`src/rtl/riscv_pkg.sv`:
```
// Shared definitions for the front end: the canonical NOP encoding, the
// fetch FSM state type and a word-alignment helper.
package riscv_pkg;

  // addi x0, x0, 0 -- presented to decode whenever no instruction is buffered
  localparam logic [31:0] NOP = 32'h0000_0013;

  typedef enum logic [1:0] {
    IDLE      = 2'd0,
    WAIT      = 2'd1,
    WAIT_DROP = 2'd2
  } fetch_state_e;

  // Clear the byte-offset bits of an address
  function automatic logic [31:0] word_align(input logic [31:0] a);
    return a & 32'hFFFF_FFFC;
  endfunction

endpackage

```
`src/rtl/fetch_fifo.sv`:
```
// Instruction buffer between fetch and decode: circular head/tail pointers
// with an occupancy count. Flush is synchronous and overrides push and pop.
module fetch_fifo #(
  parameter int DEPTH = 2
) (
  input  logic        i_clk,
  input  logic        i_reset,
  input  logic        i_flush,
  input  logic        i_push,
  input  logic [31:0] i_push_pc,
  input  logic [31:0] i_push_instr,
  input  logic        i_pop,
  output logic        o_empty,
  output logic        o_full,
  output logic [31:0] o_head_pc,
  output logic [31:0] o_head_instr
);

  localparam int AW = $clog2(DEPTH);
  localparam logic [AW-1:0] PTR_ONE    = AW'(1);
  localparam logic [AW:0]   CNT_ONE    = (AW+1)'(1);
  localparam logic [AW:0]   FULL_COUNT = (AW+1)'(DEPTH);

  logic [31:0]   r_mem_pc    [DEPTH];
  logic [31:0]   r_mem_instr [DEPTH];
  logic [AW-1:0] r_head;
  logic [AW-1:0] r_tail;
  logic [AW:0]   r_count;
  logic          w_do_push;
  logic          w_do_pop;

  assign o_empty   = (r_count == '0);
  assign o_full    = (r_count == FULL_COUNT);
  // A push at full is only legal when the head leaves in the same cycle
  assign w_do_pop  = i_pop && !o_empty && !i_flush;
  assign w_do_push = i_push && (!o_full || w_do_pop) && !i_flush;

  assign o_head_pc    = r_mem_pc[r_head];
  assign o_head_instr = r_mem_instr[r_head];

  // Pointer and occupancy bookkeeping
  always_ff @(posedge i_clk or posedge i_reset) begin
    if (i_reset) begin
      r_head  <= '0;
      r_tail  <= '0;
      r_count <= '0;
    end else if (i_flush) begin
      r_head  <= '0;
      r_tail  <= '0;
      r_count <= '0;
    end else begin
      if (w_do_push) r_tail <= r_tail + PTR_ONE;
      if (w_do_pop)  r_head <= r_head + PTR_ONE;
      if (w_do_push && !w_do_pop)      r_count <= r_count + CNT_ONE;
      else if (w_do_pop && !w_do_push) r_count <= r_count - CNT_ONE;
    end
  end

  // Entry storage carries no reset; occupancy alone says what is valid
  always_ff @(posedge i_clk) begin
    if (w_do_push) begin
      r_mem_pc[r_tail]    <= i_push_pc;
      r_mem_instr[r_tail] <= i_push_instr;
    end
  end

endmodule

```
`src/rtl/fetch_unit.sv`:
```
// Instruction fetch: issues one word-aligned request at a time to
// instruction memory and queues {pc, instr} pairs for decode.
//
// Handshakes: the memory request is a level held from issue until the cycle
// i_imem_ack is sampled high (address frozen meanwhile, at most one
// outstanding); decode consumes the head on any edge where o_instr_valid and
// i_instr_ready are both high. A redirect flushes the buffer and marks any
// outstanding response for discard.
module fetch_unit
  import riscv_pkg::*;
#(
  parameter logic [31:0] RESET_PC = 32'h0000_0000,
  parameter int          DEPTH    = 2
) (
  input  logic         i_clk,
  input  logic         i_reset,
  output logic         o_imem_req,
  output logic [31:0]  o_imem_addr,
  input  logic         i_imem_ack,
  input  logic [31:0]  i_imem_rdata,
  input  logic         i_redirect_valid,
  input  logic [31:0]  i_redirect_pc,
  output logic         o_instr_valid,
  output logic [31:0]  o_instr,
  output logic [31:0]  o_pc,
  output logic [31:0]  o_pc_four,
  input  logic         i_instr_ready,
  output fetch_state_e o_dbg_state
);

  fetch_state_e r_state;
  logic [31:0]  r_pc;
  logic [31:0]  r_addr;
  logic [31:0]  w_target;
  logic         w_push;
  logic         w_pop;
  logic         w_empty;
  logic         w_full;
  logic [31:0]  w_head_pc;
  logic [31:0]  w_head_instr;

  assign w_target = word_align(i_redirect_pc);
  // Only a response to an untouched request is kept
  assign w_push   = (r_state == WAIT) && i_imem_ack && !i_redirect_valid;
  assign w_pop    = !w_empty && i_instr_ready;

  // Fetch FSM and PC: issue from IDLE when there is room, wait for the ack,
  // and remember in WAIT_DROP that the pending response is stale
  always_ff @(posedge i_clk or posedge i_reset) begin
    if (i_reset) begin
      r_state <= IDLE;
      r_pc    <= RESET_PC;
      r_addr  <= RESET_PC;
    end else begin
      case (r_state)
        IDLE: begin
          if (i_redirect_valid) begin
            r_pc <= w_target;
          end else if (!w_full) begin
            r_addr  <= r_pc;
            r_state <= WAIT;
          end
        end
        WAIT: begin
          if (i_redirect_valid) begin
            r_pc    <= w_target;
            r_state <= i_imem_ack ? IDLE : WAIT_DROP;
          end else if (i_imem_ack) begin
            r_pc    <= r_pc + 32'd4;
            r_state <= IDLE;
          end
        end
        WAIT_DROP: begin
          if (i_redirect_valid) r_pc <= w_target;
          if (i_imem_ack) r_state <= IDLE;
        end
        default: r_state <= IDLE;
      endcase
    end
  end

  fetch_fifo #(
    .DEPTH(DEPTH)
  ) u_fifo (
    .i_clk        (i_clk),
    .i_reset      (i_reset),
    .i_flush      (i_redirect_valid),
    .i_push       (w_push),
    .i_push_pc    (r_addr),
    .i_push_instr (i_imem_rdata),
    .i_pop        (w_pop),
    .o_empty      (w_empty),
    .o_full       (w_full),
    .o_head_pc    (w_head_pc),
    .o_head_instr (w_head_instr)
  );

  assign o_imem_req    = (r_state != IDLE);
  assign o_imem_addr   = r_addr;
  assign o_instr_valid = !w_empty;
  assign o_instr       = w_empty ? NOP   : w_head_instr;
  assign o_pc          = w_empty ? '0    : w_head_pc;
  assign o_pc_four     = w_empty ? '0    : w_head_pc + 32'd4;
  assign o_dbg_state   = r_state;

endmodule

```
`config.mk`:
```
export PLATFORM = sky130hd
export DESIGN_NAME = fetch_unit
export DESIGN_NICKNAME = d
export VERILOG_FILES = /design/src/rtl/riscv_pkg.sv /design/src/rtl/fetch_fifo.sv /design/src/rtl/fetch_unit.sv
export SDC_FILE = /design/constraint.sdc
export NUM_CORES = 1
export LEC_CHECK = 0
export ABC_CLOCK_PERIOD_IN_PS = 11260
export BUFFER_PORTS_ARGS = -buffer_cell sky130_fd_sc_hd__buf_2
export CAP_MARGIN = 5
export CORE_MARGIN = 1
export CORE_UTILIZATION = 35
export CTS_BUF_LIST = sky130_fd_sc_hd__clkbuf_4
export DETAILED_ROUTE_END_ITERATION = 10
export PLACE_DENSITY = 0.58
export SYNTH_ARGS = -nofsm -noshare
export SYNTH_HDL_FRONTEND = slang
export SYNTH_SLANG_ARGS = --single-unit
```
`constraint.sdc`:
```
create_clock -name i_clk -period 11.26 [get_ports i_clk]
set_input_delay 1.689 -clock i_clk [delete_from_list [all_inputs] [get_ports i_clk]]
set_output_delay 1.689 -clock i_clk [all_outputs]
set_load 0.01 [all_outputs]
```
==> out/results.md <==
| Item | Value |
|:---|:---|
| Outcome | complete, no violations |
| Core Rows | 58 |
| Fin Clk Skew | 0.02468 ns |
| Die outline width | 162.1 um |
| Data arrival time at the worst-slack endpoint | 4.35 ns |
| Setup tns final | 0 ns |
| Fraction of registers with async set or reset after synthesis | 34.74% |
| Remaining antenna violation count after routing | 0 |
| Post-route minimum period | 6.043 ns |
| Yosys warning count | 0 |
| Leakage component of the power | 4.026 nW |
| Drt first-iter violations | 506 |
| Final hold viol count | 0 |
| Top cells by area, synth | edfxtp_1 (41%), dfrtp_1 (18%), mux2i_1 (6.6%) |
| CTS Buf Count | 17 |
| Setup repair bufs after CTS | 0 |
| Biggest cell delay along the critical path | 0.82 ns |
| Starting Density | 35.65% |
| Unrepaired setup endpoints after global routing | no |
| Antenna diode count | 0 |
| Main combinational cell family by area after synthesis | simple AND/OR/NAND/NOR gates |
| Critical-path top delay cell | dfrtp_4 |
| Cell area after technology mapping | 8976 um2 |
| Final routed DRC violation total | 0 |
| Number of filler instances in the final layout | 2,468 |
| Post-synthesis sequential element count | 190 |
| Worst Setup Slack post-DPL | 5.801 ns |
| Wire length of the first global-routing pass | 34,870 um |
| Highest achievable clock rate | 165.5 MHz |
| Cell at the root of the clock tree | clkbuf_4 |
| Part of the cycle the worst path needs | 53.67% |
| Routed wire length | 22,340 um |
| Sink Count | 190 |
| Hpwl dp | 15,730 um |
| Power per Cell Area | 156.7 nW/um2 |
| Net count, final | 1,016 |
| Portion of netlist area occupied by mux cells | 10.72% |
| Share of the synthesized area in the top cell type | 41.48% |
| Area of the core region | 25,180 um2 |
| Placer's final routability congestion estimate | 0.8372 |
| Vias in the first global route | 6,211 |
| Cells after Synth | 766 |
| Total GRT Usage | 17.13% |
| Series of cell instances along the critical path | buf_4 > mux2_2 > ha_1 > nand4_1 > a22oi_2 > nand3_1 > o41ai_1 > buf_2 |
| Post-detailed-route via-to-cell ratio | 5.165 |
| Largest net degree at the start of global routing | 71 |
| Highest net fanout along the worst path | 58 |
| Synth Area in Compound Gates | 9.980% |
| Pre-Repair DR Iteration Count | 5 |
| Die outline area | 26,290 um2 |
| Layout-stage area growth over the synthesis result | 17.35% |
| Vertical die dimension | 162.1 um |
| Avg Cell Area, Syn | 11.72 um2 |
| Critical path buffers and inverters | 2 |
| Count of flip-flops with a built-in enable after synthesis | 124 |
| Aggregate global routing overflow | 0 |
| Routed wirelength normalized by instance count | 17.35 um |
| Most used flip-flop cell after synthesis | edfxtp_1 |
| Worst hold-check path type | flip-flop to flip-flop |
| Clk Latency, worst-skew pair | 0.55 ns |
| Number of buffer cells added on primary ports | 192 |
| Maxcap violations | 0 |
| Remaining max-slew budget at the tightest pin | 25.44% |
| Post-synthesis simple-gate area fraction | 15.17% |
| Post-synthesis share of cell area spent on xor and xnor gates | 1.073% |
| Required time reported for the critical path endpoint | 9.57 ns |
| Type of origin of the critical path | flip-flop |
| CP top delay family | compound AO/OA/AOI/OAI gates |
| Count of hold buffers inserted by post-cts repair | 0 |
| Sequential fraction of the synthesis area | 59.88% |
| Clock-pin slew on the worst setup and hold paths | 0.17 ns |
| Via Count | 6,653 |
| CTS-repair resized insts | 0 |
| Antenna violations before repair | 0 |
| Adder-cell area share of the yosys netlist | 0.2788% |
| Cell type contributing the most total cell area after synthesis | edfxtp_1 |
| Setup-failing EPs final | 0 |
| Synth unique cells | 62 |
| Top-Level Pins | 201 |
| Peak supply drop | 63.05 uV |
| Fraction of layout cells with a size suffix above 1 | 29.85% |
| R2R setup slack | 8.70 ns |
| Post-route setup slack | 5.217 ns |
| Clock tree from TritonCTS | built |
| Type of element capturing the critical path | output pin |
| Max-slew violations | 0 |
| Depth of the CTS H-tree | 4 |
| Tightest Pin Transition | 1.118 ns |
| WS Path Type | flip-flop to output pin |
| Clock Tree Buf Depth | 2 |
[registers in the layout, indices dropped and copies added (netlist names)]
name,flops
u_fifo.r_mem_instr,64
u_fifo.r_tail,1
u_fifo.r_count,2
o_dbg_state,2
o_imem_addr,30
r_pc,30
u_fifo.r_head,1
u_fifo.r_mem_pc,60
[kinds of logic (layout without fill, tap and decap cells)]
group,count (synthesis),count (layout)
adder cells (fa/ha/maj),2,2
multiplexers,92,92
buffers and inverters,56,243
AND/OR/NAND/NOR,273,273
flip-flops,190,190
AO/OA/AOI/OAI,141,141
XOR/XNOR,11,11
other,1,6
[layout by cell type (no fill, tap or decap), drive strengths merged, types with 3 or more instances in the layout]
cell type / instances
buf: 203
edfxtp: 124
nor2: 93
dfrtp: 66
mux2i: 59
nand2: 55
o21ai: 42
a21oi: 34
mux2: 33
nand3: 28
clkbuf: 17
nand4: 17
inv: 15
nor3: 13
and2: 10
or3: 9
o22ai: 9
and3: 9
xnor2: 8
o31ai: 7
a31oi: 7
nand2b: 6
nand3b: 6
a311oi: 6
conb: 6
nor2b: 6
a22oi: 6
nor4: 6
clkinv: 6
nand4b: 5
a211oi: 5
or2: 4
xor2: 3
o32ai: 3
a32oi: 3
a2bb2oi: 3
a221oi: 3
[where the power goes]
part	total (W)	leakage (nW)	internal [W]	switching, W
combinational	0.000320	1.99	0.000140	0.000180
clock	0.000367	0.151	0.000118	0.000249
sequential	0.000964	1.89	0.000857	0.000107
[synthesized netlist by cell type, drive strengths merged, types with 7 or more instances]
master,instances
inv,8
nor3,13
edfxtp,124
nor2,93
a21oi,34
or3,9
nand2,55
o31ai,7
buf,23
and3,9
and2,10
o22ai,9
clkbuf,25
nand4,17
a31oi,7
nand3,28
dfrtp,66
mux2i,59
mux2,33
o21ai,42
xnor2,8
[worst paths after layout]
kind,start,end,cells after the start
hold / removal,o_imem_addr[31],u_fifo.r_mem_pc[0][31],0
setup reg to reg,o_dbg_state[0],u_fifo.r_mem_instr[1][11],4
min in group asynchronous,i_reset,r_pc[31],3
hold reg to reg,o_imem_addr[31],u_fifo.r_mem_pc[0][31],0
max in group asynchronous,i_reset,u_fifo.r_head,3
setup / recovery,u_fifo.r_head,o_pc_four[30],8
[through the flow]
step	hold WS [ns]	instances	power (W)	instance area, um2	util [%]
global route	0.5462	1288	0.001743	10530	41.83
detailed placement	0.4937	1256	0.001304	10250	40.72
floorplan	0.4991	771	0.001142	8995	-
global placement	0.4792	1256	0.001296	10250	40.72
finish	0.5185	1288	0.001651	10530	41.83
CTS	0.5305	1288	0.001672	10530	41.83
[per-layer routing]
layer	routed length [um]	share of wire (%)	global-route usage, %
met3	1193	5.3	2.860
met2	9888	44	26.32
met1	11120	50	25.16
met5	0	0	0
met4	138	0.62	4.031
[final cells by class]
| cell class | count | area [um2] | share of cell area [%] |
|---|---|---|---|
| Sequential cell | 190 | 5379 | 51.06 |
| Multi-Input combinational cell | 525 | 3390 | 32.18 |
| Timing Repair Buffer | 203 | 1044 | 9.906 |
| Tap cell | 330 | 412.9 | 3.920 |
| Clock inverter | 15 | 151.4 | 1.437 |
| Clock buffer | 17 | 127.6 | 1.212 |
| Inverter | 8 | 30.03 | 0.2851 |
[worst register-to-register path, stage by stage, from the launching register on]
cell and delay, ns:
dfrtp_1 0.56, nand4bb_1 0.49, a21o_1 0.37, nor2_4 0.08
buf_4 0.66
No activity file was read; power rests on OpenSTA's default activity.
